[src/rtl/ram_fifo_rv_if.sv]
// rtl/ram_fifo_rv_if.sv - handshake and status bundle for ram_fifo_rv
// Purpose: groups the write/read streams, control inputs and status outputs.
// Ports (master drives i_*, slave drives o_*):
//   i_fifoen, i_flush            control
//   i_wr_valid, i_wrdata         write stream in, o_wr_ready back
//   o_rd_valid, o_rddata         read stream out, i_rd_ready back
//   o_count, o_almost_full, o_almost_empty  occupancy status
interface ram_fifo_rv_if #(
  parameter int DATA_W = 8,
  parameter int DEPTH  = 8
);
  localparam int CW = $clog2(DEPTH + 1);

  logic              i_fifoen;
  logic              i_flush;
  logic              i_wr_valid;
  logic [DATA_W-1:0] i_wrdata;
  logic              o_wr_ready;
  logic              o_rd_valid;
  logic [DATA_W-1:0] o_rddata;
  logic              i_rd_ready;
  logic [CW-1:0]     o_count;
  logic              o_almost_full;
  logic              o_almost_empty;

  modport master (
    output i_fifoen, i_flush, i_wr_valid, i_wrdata, i_rd_ready,
    input  o_wr_ready, o_rd_valid, o_rddata, o_count, o_almost_full, o_almost_empty
  );

  modport slave (
    input  i_fifoen, i_flush, i_wr_valid, i_wrdata, i_rd_ready,
    output o_wr_ready, o_rd_valid, o_rddata, o_count, o_almost_full, o_almost_empty
  );
endinterface

[src/rtl/ram_fifo_rv.sv]
// rtl/ram_fifo_rv.sv - ready/valid RAM FIFO with FWFT output register and bypass
// Purpose: same-clock FIFO; storage is a registered head word plus a
//   distributed RAM. Writes into an empty RAM go straight to the head register.
// Ports:
//   clk   rising-edge clock
//   rstn  synchronous active-low reset
//   f     ram_fifo_rv_if.slave (streams, enable/flush, count and flags)
module ram_fifo_rv #(
  parameter int DATA_W = 8,
  parameter int DEPTH  = 8,
  parameter int AF_LVL = 6,
  parameter int AE_LVL = 2
) (
  input  logic         clk,
  input  logic         rstn,
  ram_fifo_rv_if.slave f
);
  localparam int CW = $clog2(DEPTH + 1);
  localparam int PW = (DEPTH > 1) ? $clog2(DEPTH) : 1;

  logic [DATA_W-1:0] mem [DEPTH];
  logic [PW-1:0]     wrptr;
  logic [PW-1:0]     rdptr;
  logic [CW-1:0]     count;
  logic              out_vld_rg;
  logic [DATA_W-1:0] out_data_rg;

  logic full;
  logic wr_ready;
  logic wr_hs;
  logic rd_hs;
  logic ram_empty;
  logic load;
  logic bypass;
  logic ram_wr;
  logic ram_rd;

  function automatic logic [PW-1:0] nxt_ptr(input logic [PW-1:0] p);
    return (p == PW'(DEPTH - 1)) ? '0 : p + PW'(1);
  endfunction

  assign full     = (count == CW'(DEPTH));
  assign wr_ready = f.i_fifoen & ~full;
  assign wr_hs    = f.i_wr_valid & wr_ready;
  assign rd_hs    = f.i_fifoen & out_vld_rg & f.i_rd_ready;

  // RAM holds count-1 words while the head register is valid, none otherwise.
  assign ram_empty = ~out_vld_rg | (count == CW'(1));
  assign load      = ~out_vld_rg | rd_hs;
  assign ram_rd    = load & ~ram_empty;
  assign bypass    = load & ram_empty & wr_hs;
  assign ram_wr    = wr_hs & ~bypass;

  assign f.o_wr_ready     = wr_ready;
  assign f.o_rd_valid     = f.i_fifoen & out_vld_rg;
  assign f.o_rddata       = out_data_rg;
  assign f.o_count        = count;
  assign f.o_almost_full  = (count >= CW'(AF_LVL));
  assign f.o_almost_empty = (count <= CW'(AE_LVL));

  // Storage array has no reset so it maps onto distributed RAM.
  always_ff @(posedge clk) begin
    if (ram_wr && !f.i_flush) begin
      mem[wrptr] <= f.i_wrdata;
    end
  end

  always_ff @(posedge clk) begin
    if (!rstn) begin
      wrptr       <= '0;
      rdptr       <= '0;
      count       <= '0;
      out_vld_rg  <= 1'b0;
      out_data_rg <= '0;
    end else if (f.i_fifoen) begin
      if (f.i_flush) begin
        wrptr      <= '0;
        rdptr      <= '0;
        count      <= '0;
        out_vld_rg <= 1'b0;
      end else begin
        if (ram_wr) begin
          wrptr <= nxt_ptr(wrptr);
        end
        if (ram_rd) begin
          out_data_rg <= mem[rdptr];
          out_vld_rg  <= 1'b1;
          rdptr       <= nxt_ptr(rdptr);
        end else if (bypass) begin
          out_data_rg <= f.i_wrdata;
          out_vld_rg  <= 1'b1;
        end else if (rd_hs) begin
          out_vld_rg <= 1'b0;
        end
        case ({wr_hs, rd_hs})
          2'b10:   count <= count + CW'(1);
          2'b01:   count <= count - CW'(1);
          default: count <= count;
        endcase
      end
    end
  end
endmodule

[src/flat_wrapper.sv]
// flat-port wrapper written by rule: the top's interface ports become plain ports
module ram_fifo_rv_flat 
#(
  parameter int DATA_W = 8,
  parameter int DEPTH  = 8,
  parameter int AF_LVL = 6,
  parameter int AE_LVL = 2
)
  (clk, rstn, f_i_fifoen, f_i_flush, f_i_wr_valid, f_i_wrdata, f_i_rd_ready, f_o_wr_ready, f_o_rd_valid, f_o_rddata, f_o_count, f_o_almost_full, f_o_almost_empty);
  ram_fifo_rv_if #(.DATA_W(DATA_W), .DEPTH(DEPTH)) f_i ();
  input  logic clk;
  input  logic rstn;
  input wire logic [$bits(f_i.i_fifoen)-1:0] f_i_fifoen;
  input wire logic [$bits(f_i.i_flush)-1:0] f_i_flush;
  input wire logic [$bits(f_i.i_wr_valid)-1:0] f_i_wr_valid;
  input wire logic [$bits(f_i.i_wrdata)-1:0] f_i_wrdata;
  input wire logic [$bits(f_i.i_rd_ready)-1:0] f_i_rd_ready;
  output wire logic [$bits(f_i.o_wr_ready)-1:0] f_o_wr_ready;
  output wire logic [$bits(f_i.o_rd_valid)-1:0] f_o_rd_valid;
  output wire logic [$bits(f_i.o_rddata)-1:0] f_o_rddata;
  output wire logic [$bits(f_i.o_count)-1:0] f_o_count;
  output wire logic [$bits(f_i.o_almost_full)-1:0] f_o_almost_full;
  output wire logic [$bits(f_i.o_almost_empty)-1:0] f_o_almost_empty;
  assign f_i.i_fifoen = f_i_fifoen;
  assign f_i.i_flush = f_i_flush;
  assign f_i.i_wr_valid = f_i_wr_valid;
  assign f_i.i_wrdata = f_i_wrdata;
  assign f_i.i_rd_ready = f_i_rd_ready;
  assign f_o_wr_ready = f_i.o_wr_ready;
  assign f_o_rd_valid = f_i.o_rd_valid;
  assign f_o_rddata = f_i.o_rddata;
  assign f_o_count = f_i.o_count;
  assign f_o_almost_full = f_i.o_almost_full;
  assign f_o_almost_empty = f_i.o_almost_empty;
  ram_fifo_rv #(.DATA_W(DATA_W), .DEPTH(DEPTH), .AF_LVL(AF_LVL), .AE_LVL(AE_LVL)) u_core (.clk(clk), .rstn(rstn), .f(f_i));
endmodule
[config.mk]
export PLATFORM = sky130hd
export DESIGN_NAME = ram_fifo_rv_flat
export DESIGN_NICKNAME = d
export VERILOG_FILES = /design/src/rtl/ram_fifo_rv_if.sv /design/src/rtl/ram_fifo_rv.sv /design/src/flat_wrapper.sv
export SDC_FILE = /design/constraint.sdc
export NUM_CORES = 1
export LEC_CHECK = 0
export BUFFER_PORTS_ARGS = -buffer_cell sky130_fd_sc_hd__buf_2
export CAP_MARGIN = 20
export CORE_MARGIN = 4
export CORE_UTILIZATION = 38
export CTS_CLUSTER_SIZE = 8
export DETAILED_ROUTE_END_ITERATION = 10
export HOLD_SLACK_MARGIN = 0.06
export RECOVER_POWER = 50
export SYNTH_ARGS = -nofsm -noshare
export SYNTH_HDL_FRONTEND = slang
export SYNTH_SLANG_ARGS = --single-unit
[constraint.sdc]
create_clock -name clk -period 7.17 [get_ports clk]
set_input_delay 2.151 -clock clk [delete_from_list [all_inputs] [get_ports clk]]
set_output_delay 2.151 -clock clk [all_outputs]
set_load 0.02 [all_outputs]
==> Word level (Yosys, flattened, before mapping) <==
Memory sizes are Yosys's and may differ from the RTL's. A register that Yosys moved wholly into a read port is not among the register bits.
Index checks and enable logic that the tools add are counted.
{ "word_totals": {"reg_bits": 19, "ramBits": 64, "inputBits": 14, "output_inout_bits": 16, "n_memories": 1} }
{ "mem_list": {"columns": ["name", "depth", "word_bits", "rd", "rd_ports_with_merged_regs", "write_ports", "line", "source"], "rows": [
  ["u_core.mem", 8, 8, 1, 1, 1, "ram_fifo_rv.sv:21", "logic [DATA_W-1:0] mem [DEPTH];"]
]} }
{ "op_classes": {"add_sub_neg": 4, "order_cmp": 2, "eq_ne": 6, "muxes": 18, "bitwise_logic": 15, "n_reduce_logical": 12} }
{ "op_table": {"columns": ["cell", "count"], "rows": [
  ["$mux W3", 8],
  ["$mux W8", 2],
  ["$and A1 B1 Y1", 8],
  ["$pmux W4 S2", 1],
  ["$reduce_and A2 Y1", 4],
  ["$add A3 B1 Y3 const B", 2],
  ["$eq A3 B3 Y1 const B", 2],
  ["$mux W1", 6],
  ["$reduce_bool A2 Y1", 3],
  ["$not A1 Y1", 5],
  ["$add A4 B1 Y4 const B", 1],
  ["$eq A4 B1 Y1 const B", 1],
  ["$eq A4 B4 Y1 const B", 1],
  ["$ge A4 B3 Y1 const B", 1],
  ["$le A4 B2 Y1 const B", 1],
  ["$mux W4", 1],
  ["$reduce_bool A4 Y1", 1],
  ["$sub A4 B1 Y4 const B", 1],
  ["$reduce_and A3 Y1", 1],
  ["$reduce_bool A3 Y1", 1],
  ["$eq A2 B1 Y1 const B", 1],
  ["$eq A2 B2 Y1 const B", 1],
  ["$or A1 B1 Y1", 2],
  ["$logic_and A1 B1 Y1", 1],
  ["$logic_not A1 Y1", 1]
]} }

==> Logic depth before layout (Yosys ltp) <==
{ "depth": {"word_depth": 10, "ltp_mapped": 7} }

==> Worst setup path before layout <==
No wires, ideal clock.
{ "synth_timing": {"kind": "input -> output", "from": "input port f_i_fifoen", "to": "output port f_o_wr_ready", "arrival_time_ps": 2754, "t_required_ps": 5019, "slack_ps": 2265, "path_stages": 3, "n_path_buf": 2, "path_cell_list": "buf_6 -> clkbuf_1 -> and2_1"} }
{ "synth_via": {"elab_chain_len": 1} }
{ "synth_lines": {"columns": ["element", "line", "source"], "rows": [
  ["from (decl)", "flat_wrapper.sv:13", "input wire logic [$bits(f_i.i_fifoen)-1:0] f_i_fifoen;"],
  ["$and A1 B1 Y1", "ram_fifo_rv.sv:43", "assign wr_ready = f.i_fifoen & ~full;"],
  ["to (decl)", "flat_wrapper.sv:18", "output wire logic [$bits(f_i.o_wr_ready)-1:0] f_o_wr_ready;"]
]} }
Every way passes these cells.

==> Final worst setup path <==
{ "layout_timing": {"from": "input port f_i_fifoen", "to": "output port f_o_rd_valid"} }
{ "layout_via": {"elab_chain_len": 1} }
{ "layout_lines": {"columns": ["element", "line", "source"], "rows": [
  ["$and A1 B1 Y1", "ram_fifo_rv.sv:55", "assign f.o_rd_valid = f.i_fifoen & out_vld_rg;"],
  ["to (decl)", "flat_wrapper.sv:19", "output wire logic [$bits(f_i.o_rd_valid)-1:0] f_o_rd_valid;"]
]} }
Every way passes these cells.

==> qor.yml <==
synthesis:
  yosysWarnings: 0
  yosys.area_share.simple_pct: 12.2
  synthMuxAreaShare_pct: 8.38
  syn_avg_cell_area_um2: 13.1
  ys_ff_latch: 86
  syn_area_mm2: 0.00385
  synth_cell_types: 55
  synth.net_count: 315
  synthXorXnorAreaFrac_pct: 0
  synth_top_family_by_area: "simple AND/OR/NAND/NOR gates"
  synthAdderAreaFrac_pct: 2.60
  seq_area_frac_synth_pct: 61.3
  synthArstFlopShare_pct: 0
  synth_edf_count: 64
  synth_flop_cell: "edfxtp_1"
  synth_compound_area_share_pct: 11.3
  synthCells: 293
drt:
  drt_iter0_drc: 150
  routed_wl_um: 8980
  drt_first_pass_iters: 4
  route.detailed.drc: 0
  drt.antenna.violating_nets: 0
  viasPerCell: 5.50
  vias: 2507
  wire_per_inst_um: 19.7
cells_and_area:
  area_delta_synth_final_pct: 9.61
  layout_common_cells: "edfxtp_1, mux2i_1, dfxtp_1, clkbuf_1"
  layout_commonest_cell: "edfxtp_1"
  final_area_mm2: 0.00422
  fin_util_pct: 43.0
  diodes: 0
  fin_nets: 340
  fillers: 976
  drive_gt1_share_pct: 11.1
  multi_input_area_mm2: 0.00132
  regArea_mm2: 0.00236
sta:
  worst_slack_ns: 2.14
  setup_viol: 0
  min_period_ns: 5.03
  finalCritPeriodShare_pct: 70.1
  finalSetupTns_ns: 0
  drv_slew: 11
  max_clock_freq_ghz: 0.199
  rsz0062_at_grt: "no"
  fin_skew_ns: 0.0138
  hold_viol_final: 0
  tightest_slew_ns: 1.70
  maxSlewHeadroom_pct: -14.2
critical_path:
  start_kind: "primary input"
  crit_cells: 4
  worstSetupPathType: "primary input to output pin"
  crit_family: "buffers and inverters"
  crit_path_cell_trace: "buf_2 > inv_1 > nor2_1 > buf_2"
  end_kind: "output pin"
  r2r_start: "u_core.f.o_count[1]$_SDFFE_PN0P_"
  arrival_ns: 2.88
  r2r.worst_path.cells: 6
  worstPathMaxFanout: 18
  critPathMaxStageDelay_ns: 0.26
  cp_data_required_time_ns: 5.02
  path_common_cell: "buf_2"
  crit_buf_inv: 3
  critPathLaunch: "f_i_fifoen"
  critPathSlowestCell: "buf_2"
power_and_ir_drop:
  power_uw: 958
  p_per_area_mw_per_mm2: 227
  leakage_nw: 1.29
  vdd_ir_drop_max_mv: 0.0827
hold_path:
  hold_class: "flop to flop"
  min_from: "u_core.rdptr[2]$_SDFFE_PN0N_"
  hold_depth: 2
cts:
  cts_tree: "yes"
  clock_sinks: 86
  cts_inserted_buffers: 9
  clock_path_buffers: 2
  cts_hold_buf: 0
  cts-root-buf: "clkbuf_8"
  h-tree-depth: 3
  cts.clk_slew.worst_paths_ns: 0.09
  cts_setup_buffers: 0
  cts_resized: 0
  insertion_delay_ns: 0.36
global_routing:
  grt_pass1_wl_um: 13900
  overflow: 0
  grt_usage_pct: 16.0
  grt_pass1_vias: 2476
  antenna_found_initial: 0
  grt_max_degree: 32
floorplanning:
  die_h_um: 109
  start_util_pct: 39.2
  rows: 36
  die_w_um: 109
  ios: 30
  coreArea_mm2: 0.00982
  die_area_mm2: 0.0118
placed_design:
  pre_cts_slack_ns: 2.12
  port_buffers: 29
  dpl.hpwl_um: 6150
  gp_congestion: 0.795
  place_area_mm2: 0.00403
job:
  max-cap-violations: 1
status:
  status: "complete, but fails checks"
  violations: "capacitance limit, slew limit"
[tightest hold or removal path, stage by stage (launching register included)]
cell	delay [ns]
dfxtp_1	0.33
o21ai_0	0.07
a21oi_1	0.07
[where the power goes]
group	switching (mW)	total, mW	internal, mW
clock	0.173	0.367	0.194
sequential	0.00540	0.542	0.537
combinational	0.0349	0.0491	0.0142
total	0.213	0.958	0.745
[sequential cells by signal, indices dropped and copies added (netlist names), named ones only]
name               flops
u_core.f.o_rddata      8
u_core.wrptr           3
u_core.out_vld_rg      1
u_core.f.o_count       4
u_core.rdptr           3
u_core.mem            64
[area by class of cell]
class | count | area share (%)
Tap cell | 133 | 3.94
Clock buffer | 9 | 2.93
Timing Repair Buffer | 32 | 3.29
Multi-Input combinational cell | 183 | 31.2
Sequential cell | 86 | 56.0
Inverter | 6 | 0.533
Clock inverter | 7 | 2.10
[cell families after synthesis]
logic type,Yosys count
adder cells (fa/ha/maj),8
AO/OA/AOI/OAI,62
AND/OR/NAND/NOR,82
buffers and inverters,24
flip-flops,86
multiplexers,31
[per-layer routing]
| layer | share of wire, % | vias to the layer above | track usage [%] |
|---|---|---|---|
| li1 | - | 1198 | - |
| met1 | 46 | 1222 | 22.2 |
| met2 | 47 | 77 | 24.2 |
| met3 | 5.3 | 10 | 3.67 |
| met4 | 1.6 | 0 | 6.67 |
| met5 | 0 | - | 0 |
[per-stage QoR]
step | cells | hold WS, ns
3_5_place_dp | 437 | 0.504
3_3_place_gp | 437 | 0.517
4_1_cts | 453 | 0.517
6_report | 456 | 0.514
5_1_grt | 456 | 0.542
2_1_floorplan | 293 | 0.462
[synth_stat cells, drive strengths merged, types with 2 or more instances]
cell / number / area (µm²)
a211oi: 8 / 60.1
a21oi: 12 / 60.1
a22oi: 15 / 113
a31oi: 3 / 18.8
and2: 6 / 38.8
and3: 2 / 12.5
buf: 11 / 77.6
clkbuf: 6 / 52.6
dfxtp: 22 / 440
edfxtp: 64 / 1920
ha: 8 / 100
inv: 5 / 18.8
mux2i: 30 / 300
nand2: 13 / 51.3
nand2b: 3 / 18.8
nand3: 4 / 20.0
nand3b: 2 / 18.8
nand4: 6 / 37.5
nor2: 10 / 37.5
nor2b: 2 / 12.5
nor3: 15 / 75.1
nor4: 10 / 77.6
o2111ai: 2 / 17.5
o21ai: 8 / 51.3
o22ai: 2 / 12.5
o311ai: 2 / 17.5
or4: 3 / 22.5
[path summary, 6_finish.rpt]
kind | to | slack [ns]
hold / removal | flop | 0.51
setup / recovery | f_o_rd_valid | 2.14
hold reg to reg | flop | 0.51
setup reg to reg | u_core.mem[1][6]$_DFFE_PP_ | 3.71
Power figures use the tool's default switching activity.
